[src/rtl/fadd_pipe.sv]
// Three-stage floating-point adder/subtractor with valid/ready back-pressure.
// Flush-to-zero inputs, round-to-nearest-even, saturating overflow, tag passed through.
module fadd_pipe #(
  parameter int EW   = 8,
  parameter int MW   = 23,
  parameter int TAGW = 5
) (
  input  logic              clk,
  input  logic              rst,
  input  logic              in_valid,
  output logic              in_ready,
  input  logic [EW+MW:0]    x1,
  input  logic [EW+MW:0]    x2,
  input  logic              sub,
  input  logic [TAGW-1:0]   in_tag,
  output logic              out_valid,
  input  logic              out_ready,
  output logic [EW+MW:0]    y,
  output logic              ovf,
  output logic [TAGW-1:0]   out_tag
);

  localparam int W   = 1 + EW + MW;
  localparam int SW  = MW + 4;             // hidden bit + mantissa + guard/round/sticky
  localparam int LZW = $clog2(SW + 1);
  localparam logic [EW-1:0] EMAX = '1;

  logic adv;

  assign adv      = !out_valid || out_ready;
  assign in_ready = adv;

  function automatic logic [SW-1:0] align(input logic [MW:0] sig, input logic [EW-1:0] sh);
    logic [2*SW-1:0] wide;
    logic [SW-1:0]   al;
    if (int'(sh) >= MW + 3) begin
      return {{(SW-1){1'b0}}, |sig};
    end
    wide = {sig, {(SW+3){1'b0}}} >> sh;
    al   = wide[2*SW-1:SW];
    return {al[SW-1:1], al[0] | (|wide[SW-1:0])};
  endfunction

  function automatic logic [LZW-1:0] lzc(input logic [SW-1:0] v);
    logic [LZW-1:0] n;
    n = LZW'(SW);
    for (int i = 0; i < SW; i++) begin
      if (v[i]) n = LZW'(SW - 1 - i);
    end
    return n;
  endfunction

  function automatic logic [MW+1:0] round_rne(input logic [SW-1:0] n);
    logic [MW:0] m;
    logic        inc;
    m   = n[SW-1:3];
    inc = n[2] & (n[1] | n[0] | m[0]);
    return {1'b0, m} + (MW+2)'(inc);
  endfunction

  // Returns {ovf, y}; saturates to signed infinity when the exponent reaches all-ones.
  function automatic logic [W:0] pack_result(input logic sgn, input logic signed [EW+1:0] ex,
                                             input logic [MW+1:0] rnd);
    logic signed [EW+1:0] ef;
    ef = $signed(ex + (EW+2)'(rnd[MW+1]));
    if (ef >= $signed({2'b00, EMAX})) begin
      return {1'b1, sgn, EMAX, {MW{1'b0}}};
    end
    return {1'b0, sgn, ef[EW-1:0], rnd[MW-1:0]};
  endfunction

  // ---- S1: unpack, effective signs, magnitude swap, alignment ----
  logic            se1, se2, z1, z2, inf1, inf2, swap_s1;
  logic [EW-1:0]   e1, e2, ea_s1, eb_s1;
  logic [EW+MW-1:0] key1, key2;
  logic [MW:0]     sig1, sig2, siga_s1, sigb_s1;
  logic            sa_s1, sb_s1;

  always_comb begin
    se1  = x1[W-1];
    se2  = x2[W-1] ^ sub;
    e1   = x1[W-2:MW];
    e2   = x2[W-2:MW];
    z1   = (e1 == '0);
    z2   = (e2 == '0);
    inf1 = (e1 == EMAX);
    inf2 = (e2 == EMAX);
    sig1 = z1 ? '0 : {1'b1, x1[MW-1:0]};
    sig2 = z2 ? '0 : {1'b1, x2[MW-1:0]};
    key1 = z1 ? '0 : x1[W-2:0];
    key2 = z2 ? '0 : x2[W-2:0];
    swap_s1 = key2 > key1;
    if (swap_s1) begin
      sa_s1 = se2; ea_s1 = e2; siga_s1 = sig2;
      sb_s1 = se1; eb_s1 = e1; sigb_s1 = sig1;
    end else begin
      sa_s1 = se1; ea_s1 = e1; siga_s1 = sig1;
      sb_s1 = se2; eb_s1 = e2; sigb_s1 = sig2;
    end
  end

  logic                  vld_p1, sgn_p1, eff_sub_p1, both_neg_p1, spec_p1, spec_sgn_p1;
  logic [EW-1:0]         exp_p1;
  logic [SW-1:0]         siga_p1, sigb_p1;
  logic [TAGW-1:0]       tag_p1;

  always_ff @(posedge clk) begin
    if (adv) begin
      sgn_p1      <= sa_s1;
      eff_sub_p1  <= sa_s1 ^ sb_s1;
      both_neg_p1 <= se1 & se2;
      spec_p1     <= inf1 | inf2;
      spec_sgn_p1 <= inf1 ? se1 : se2;
      exp_p1      <= ea_s1;
      siga_p1     <= {siga_s1, 3'b000};
      sigb_p1     <= align(sigb_s1, ea_s1 - eb_s1);
      tag_p1      <= in_tag;
    end
  end

  // ---- S2: add/subtract, leading-zero count, normalise ----
  logic [SW:0]           sum_s2;
  logic [SW-1:0]         norm_s2;
  logic [LZW-1:0]        lz_s2;
  logic signed [EW+1:0]  exp_s2;
  logic                  zero_s2;

  always_comb begin
    sum_s2  = eff_sub_p1 ? ({1'b0, siga_p1} - {1'b0, sigb_p1})
                         : ({1'b0, siga_p1} + {1'b0, sigb_p1});
    zero_s2 = (sum_s2 == '0);
    lz_s2   = lzc(sum_s2[SW-1:0]);
    if (sum_s2[SW]) begin
      norm_s2 = {sum_s2[SW:2], sum_s2[1] | sum_s2[0]};
      exp_s2  = $signed({2'b00, exp_p1} + (EW+2)'(1));
    end else begin
      norm_s2 = sum_s2[SW-1:0] << lz_s2;
      exp_s2  = $signed({2'b00, exp_p1} - (EW+2)'(lz_s2));
    end
  end

  logic                  vld_p2, sgn_p2, both_neg_p2, spec_p2, spec_sgn_p2, zero_p2;
  logic signed [EW+1:0]  exp_p2;
  logic [SW-1:0]         norm_p2;
  logic [TAGW-1:0]       tag_p2;

  always_ff @(posedge clk) begin
    if (adv) begin
      sgn_p2      <= sgn_p1;
      both_neg_p2 <= both_neg_p1;
      spec_p2     <= spec_p1;
      spec_sgn_p2 <= spec_sgn_p1;
      zero_p2     <= zero_s2;
      exp_p2      <= exp_s2;
      norm_p2     <= norm_s2;
      tag_p2      <= tag_p1;
    end
  end

  // ---- S3: round, exponent adjust, pack, flags ----
  logic [W:0] res_s3;

  always_comb begin
    if (spec_p2) begin
      res_s3 = {1'b0, spec_sgn_p2, EMAX, {MW{1'b0}}};
    end else if (zero_p2) begin
      res_s3 = {1'b0, both_neg_p2, {(W-1){1'b0}}};
    end else if (exp_p2[EW+1] || exp_p2 == '0) begin
      res_s3 = {1'b0, sgn_p2, {(W-1){1'b0}}};
    end else begin
      res_s3 = pack_result(sgn_p2, exp_p2, round_rne(norm_p2));
    end
  end

  always_ff @(posedge clk) begin
    if (rst) begin
      vld_p1    <= 1'b0;
      vld_p2    <= 1'b0;
      out_valid <= 1'b0;
      y         <= '0;
      ovf       <= 1'b0;
      out_tag   <= '0;
    end else if (adv) begin
      vld_p1    <= in_valid;
      vld_p2    <= vld_p1;
      out_valid <= vld_p2;
      y         <= res_s3[W-1:0];
      ovf       <= res_s3[W];
      out_tag   <= tag_p2;
    end
  end

endmodule
[config.mk]
export PLATFORM = sky130hd
export DESIGN_NAME = fadd_pipe
export DESIGN_NICKNAME = d
export VERILOG_FILES = /design/src/rtl/fadd_pipe.sv
export SDC_FILE = /design/constraint.sdc
export NUM_CORES = 1
export LEC_CHECK = 0
export BUFFER_PORTS_ARGS = -buffer_cell sky130_fd_sc_hd__buf_2
export CAP_MARGIN = 0
export CORE_ASPECT_RATIO = 1.5
export CORE_MARGIN = 2
export CORE_UTILIZATION = 40
export CTS_CLUSTER_DIAMETER = 40
export CTS_CLUSTER_SIZE = 16
export DETAILED_ROUTE_END_ITERATION = 10
export SYNTH_ARGS = -nofsm -noshare
export SYNTH_HDL_FRONTEND = slang
export SYNTH_SLANG_ARGS = --single-unit
[constraint.sdc]
create_clock -name clk -period 12.75 [get_ports clk]
set_input_delay 2.55 -clock clk [delete_from_list [all_inputs] [get_ports clk]]
set_output_delay 2.55 -clock clk [all_outputs]
set_load 0.02 [all_outputs]
==> results of run 1 <==
==> per-stage QoR <==
step	worst slack (ps)	utilization [%]	hold WS, ps
after floorplan	3826	-	400.3
after global placement	2475	43.02	403.1
after detailed placement	2175	43.02	405.6
after CTS	2641	44.63	423.9
after global routing	2086	44.63	431.5
final	2538	44.63	421.0
==> layout make-up <==
class                   count  area share [%]
well taps                 484           3.676
inverters                  95           2.188
flip-flops and latches    157           26.13
repair buffers            138           4.573
clock inverters            15           1.033
multi-input cells        1517           59.82
clock buffers              17           2.583
==> path summary, 6_finish.rpt <==
| path | from | slack (ps) | cells past startpoint | end |
|---|---|---|---|---|
| setup / recovery | x2[27] | 2540 | 22 | sigb_p1[0]$_DFFE_PP_ |
| setup reg to reg | sigb_p1[0]$_DFFE_PP_ | 6410 | 23 | exp_p2[8]$_DFFE_PP_ |
| hold reg to reg | tag_p1[0]$_DFFE_PP_ | 420 | 0 | tag_p2[0]$_DFFE_PP_ |
| hold / removal | tag_p1[0]$_DFFE_PP_ | 420 | 0 | tag_p2[0]$_DFFE_PP_ |
==> worst max-delay path, stage by stage <==
cell and delay [ps]:
buf_2 190, nor4_1 490, nand2_1 670, and2_1 450, ha_1 330, a21oi_1 120, o21ai_0 170, a221oi_2 570
nand2_1 210, o21a_2 270, mux2i_1 420, inv_1 90, ha_1 850, inv_1 630, mux2_2 470, mux2_2 290
nor2_1 100, o2111ai_1 140, or4_1 520, o41a_1 410, nor4_1 270, mux2i_1 120
==> synth_stat cells (all sizes together), types with 29 or more instances <==
cell      n
nand2   241
nor2    169
a21oi   147
o21ai   146
edfxtp  116
inv      91
ha       90
clkbuf   88
nor3     63
mux2i    58
nand3    58
dfxtp    41
xnor2    39
o211ai   36
a22oi    34
buf      29
==> power breakdown <==
| part | switching [mW] | internal, mW | total (mW) |
|---|---|---|---|
| registers | 0.0823 | 0.692 | 0.774 |
| logic | 0.950 | 0.531 | 1.48 |
| clock network | 0.234 | 0.263 | 0.497 |
==> sequential cells by signal, indices dropped and copies added, names as in the netlist, 5 cells and up <==
| register | count |
|---|---|
| exp_p1 | 8 |
| exp_p2 | 10 |
| norm_p2 | 27 |
| out_tag | 5 |
| siga_p1 | 24 |
| sigb_p1 | 27 |
| tag_p1 | 5 |
| tag_p2 | 5 |
| y | 32 |
==> cell families after synthesis <==
logic type | after synthesis | synth area share, %
AO/OA/AOI/OAI | 568 | 25.10
buffers and inverters | 212 | 5.774
XOR/XNOR | 67 | 4.064
AND/OR/NAND/NOR | 700 | 22.01
flip-flops | 157 | 28.70
adder cells (fa/ha/maj) | 93 | 7.844
multiplexers | 89 | 6.500
==> layer usage <==
metal  wire length (um)  vias to the layer above  part of all wire, %  track usage, %
met2              24270                      517                   51           45.22
li1                   -                     7034                    -               -
met1              17980                     6733                   38           25.74
met4               3151                        0                  6.7           15.53
met3               1753                      144                  3.7           2.904
met5                  0                        -                    0               0
==> metrics.txt, run 1 <==
Placer Congestion 1.021; total wire length 47,150 um; number of synthesized flops with an enable pin 116; fin nets 2,092; largest area contributor in the netlist edfxtp_1; Critical Path Source Type input port; Syn. warnings 0; RSZ-0062 raised after global routing no; Pleak 6.759 nW; Num CTS Buffers 17; share of layout cells above drive strength 1 12.89%; top cell type's share of synthesized area 23.23%; P&R area growth vs syn 9.854%; Slew headroom 30.97%; Syn Std Cell Area 14,990 um2; Die H 241.1 um; die area 39,080 um2; Finished Cell Area 16,470 um2; most frequent cells in the layout nand2_1 (241), nor2_1 (168), a21oi_1 (145); worst vdd ir 0.0001064 V; syn nets 2,052; CTS sink cnt 157; post-route minimum period 10,210 ps; WS Path Type in -> reg; cts hold-fix bufs 0; Initial Util 40.63%; row count 86; Netlist cell types 103; required time worst endpoint 12,910 ps; # DRC 0; asr flop ratio synth 0%; sequential standard cell area 4304 um2; Clock Path Buffers 2; chip width 162.1 um; Main synth FF type edfxtp_1; Worst-Skew Late Latency 450 ps; GRT Resource Usage Total 24.27%; Cells after Synth 1,886; maxcap violations 0; placed inst area 15,880 um2; number of I/O pins 114; gr ovfl total 0; dpl cells 2,391; post-CTS setup buffer count 0; hpwl dp 37,420 um; vias per cell 5.955; H-tree levels 4; CTS Root Cell clkbuf_16; core region area 36,910 um2; total negative slack 0 ps; post-CTS resize count 0; first drt pass iteration count 7; clk slew on worst S/H paths 70 ps; vias in the first global route 14,050; WP data arrival 10,370 ps; Power, Total 2.752 mW; antenna violations before repair 0; post-synthesis sequential area ratio 28.70%; HP Class reg -> reg; area of the multi-input gates 9853 um2; CTS tree yes; ANT cells 0; P per Cell Area 167.1 nW/um2; WL/cell 19.46 um; drt initial violations 1,022; I/O Buffers 113; largest cells by area after synthesis edfxtp_1 (23%), ha_1 (7.5%), nand2_1 (6.0%); FILL cells 3,701; crit path capture type flop; outcome finished, final reports clean; first-pass GRT wire length 75,070 um; period utilization 80.09%; final hold viol count 0; maximum number of pins on one net before global-route repair 86; most common cell after layout, fill and taps aside nand2_1; Post-Syn Area per Cell 7.950 um2; Max FO, Critical Path 27; flops & latches, synth 157; Max Clk Rate 97.93 MHz; max-slew violations 0; Setup violations, final 0; skew final 11.40 ps; Via Count 14,430; final non-filler cell total 2,423; Routed Antenna Nets 0; worst slew pin tran 1033 ps
Power figures use the tool's default switching activity.
==> run 2, diff against run 1 <==
Clock period 12.75 ns to 9.6 ns, I/O delays scaled along.
==> run 2 against run 1 <==
Effect of this change:
- final area rose by 0.14%
- total power rose by 33%
- global-route usage fell by 0.23 points
- wire length fell by 1.2%
- count of clock-buffer cells in the layout rose by 3
- sequential share of layout area barely moved
- critical endpoint unchanged
- highest routed layer unchanged
==> metrics.txt, run 2 (synthesis gave the netlist of run 1 again) <==
top layer in use met4; first drt pass iteration count 5; WL/cell 19.19 um; row count 86; Pleak 6.778 nW; gr ovfl total 0; FILL cells 3,703; CTS tree yes; Setup violations, final 0; Die H 241.1 um; CTS sink cnt 157; P per Cell Area 221.5 nW/um2; worst slew pin tran 1074 ps; hpwl dp 37,190 um; chip width 162.1 um; WS Path Type in -> reg; maximum number of pins on one net before global-route repair 86; number of I/O pins 114; die area 39,080 um2; period utilization 86.44%; Max Clk Rate 120.5 MHz; biggest regs y: 32 flops, norm_p2: 27 flops, sigb_p1: 27 flops; worst vdd ir 0.0001472 V; vias in the first global route 14,090; Initial Util 40.63%; Crit path largest cell delay 530 ps; maxcap violations 0; WP data arrival 8470 ps; Finished Cell Area 16,490 um2; placed inst area 15,910 um2; H-tree levels 4; first-pass GRT wire length 74,440 um; I/O Buffers 113; Biggest register y; vias per cell 5.892; max-slew violations 0; required time worst endpoint 9770 ps; Slew headroom 28.14%; metal2 WL 24,670 um; most common cell after layout, fill and taps aside nand2_1; RSZ-0062 raised after global routing no; fin nets 2,096; cts hold-fix bufs 0; outcome finished, final reports clean; Worst-Skew Late Latency 450 ps; post-route minimum period 8298 ps; share of layout cells above drive strength 1 13.02%; P&R area growth vs syn 10.01%; M1 wire length 17,570 um; clk slew on worst S/H paths 70 ps; Clock Path Buffers 2; antenna violations before repair 0; core region area 36,910 um2; CTS Root Cell clkbuf_16; final hold viol count 0; met3 routed WL 1697 um; skew final 12.34 ps; cell family with most CP delay simple AND/OR/NAND/NOR gates; GRT Resource Usage Total 24.04%; post-CTS setup buffer count 0; crit path capture type flop; max FFs per register 32; CP max-delay cell and3_1; Bufs and invs on worst path 4; Max FO, Critical Path 27; most frequent cells in the layout nand2_1 (241), nor2_1 (168), a21oi_1 (145); total negative slack 0 ps; post-CTS resize count 0; ANT cells 0; # DRC 0; HP Class reg -> reg; Routed Antenna Nets 0; Top cell by count, worst path nand2_1; Num CTS Buffers 17; Critical Path Source Type input port; drt initial violations 1,041; total wire length 46,560 um; Placer Congestion 1.000; Via Count 14,300
[run 2: cell types whose count changed in the layout (fill, tap and decap cells not counted), sizes merged]
cell    delta
buf        +4
clkinv     -4
clkbuf     +3
inv        +1
[run 2: worst paths after layout]
kind	slack [ps]	depth (start not counted)	endpoint	startpoint
worst max-delay path	1300	26	sigb_p1[0]$_DFFE_PP_	x2[27]
worst min-delay path	420	0	sgn_p2$_DFFE_PP_	sgn_p1$_DFFE_PP_
worst max register to register	3420	23	exp_p2[8]$_DFFE_PP_	sigb_p1[0]$_DFFE_PP_
worst min register to register	420	0	sgn_p2$_DFFE_PP_	sgn_p1$_DFFE_PP_
[run 2: per-layer routing]
layer | track usage [%] | vias to the layer above
met5 | 0 | -
met3 | 2.354 | 135
li1 | - | 7042
met4 | 14.32 | 0
met2 | 46.14 | 458
met1 | 25.13 | 6664
[run 2: through the flow]
step | power [mW] | cells | util [%] | hold slack [ps] | worst slack [ps]
after floorplan | 2.422 | 1886 | - | 400.3 | 1445
after global placement | 2.957 | 2395 | 43.10 | 403.0 | 1064
after detailed placement | 2.966 | 2395 | 43.10 | 406.6 | 892.8
after CTS | 3.644 | 2427 | 44.69 | 416.5 | 1374
after global routing | 3.899 | 2427 | 44.69 | 424.8 | 905.3
final | 3.654 | 2427 | 44.69 | 415.4 | 1302
[run 2: power breakdown]
part	total [mW]	switching [mW]	internal (mW)	leakage (nW)
combinational	1.96	1.25	0.708	4.87
sequential	1.03	0.112	0.919	1.61
clock	0.666	0.294	0.372	0.295
total	3.65	1.65	2.00	6.78
[run 2: area by class of cell]
cell class	count	area [um2]	area share [%]
tap	484	605.6	3.671
sequential	157	4304	26.09
multi-input combinational	1517	9853	59.74
clock buffer	20	479.2	2.905
clock inverter	12	108.9	0.6599
inverter	95	360.3	2.185
timing repair buffer	142	783.3	4.749
[run 2: worst register-to-register path: stages, from the launching register on]
cell and delay (ps):
edfxtp_1 490, inv_1 230, ha_1 290, nand3b_1 170, a221oi_2 540, o2111ai_1 320
a31oi_1 340, o21ai_1 120, o211a_1 160, xnor2_1 390, nand3_1 240, a31oi_4 460
o21ai_4 220, inv_1 450, ha_1 240, inv_1 60, fa_1 400, nand2_1 90
nand2_1 50, a21oi_1 170, nand2b_1 150, nand3_1 110, nor3_1 210, a41o_1 130
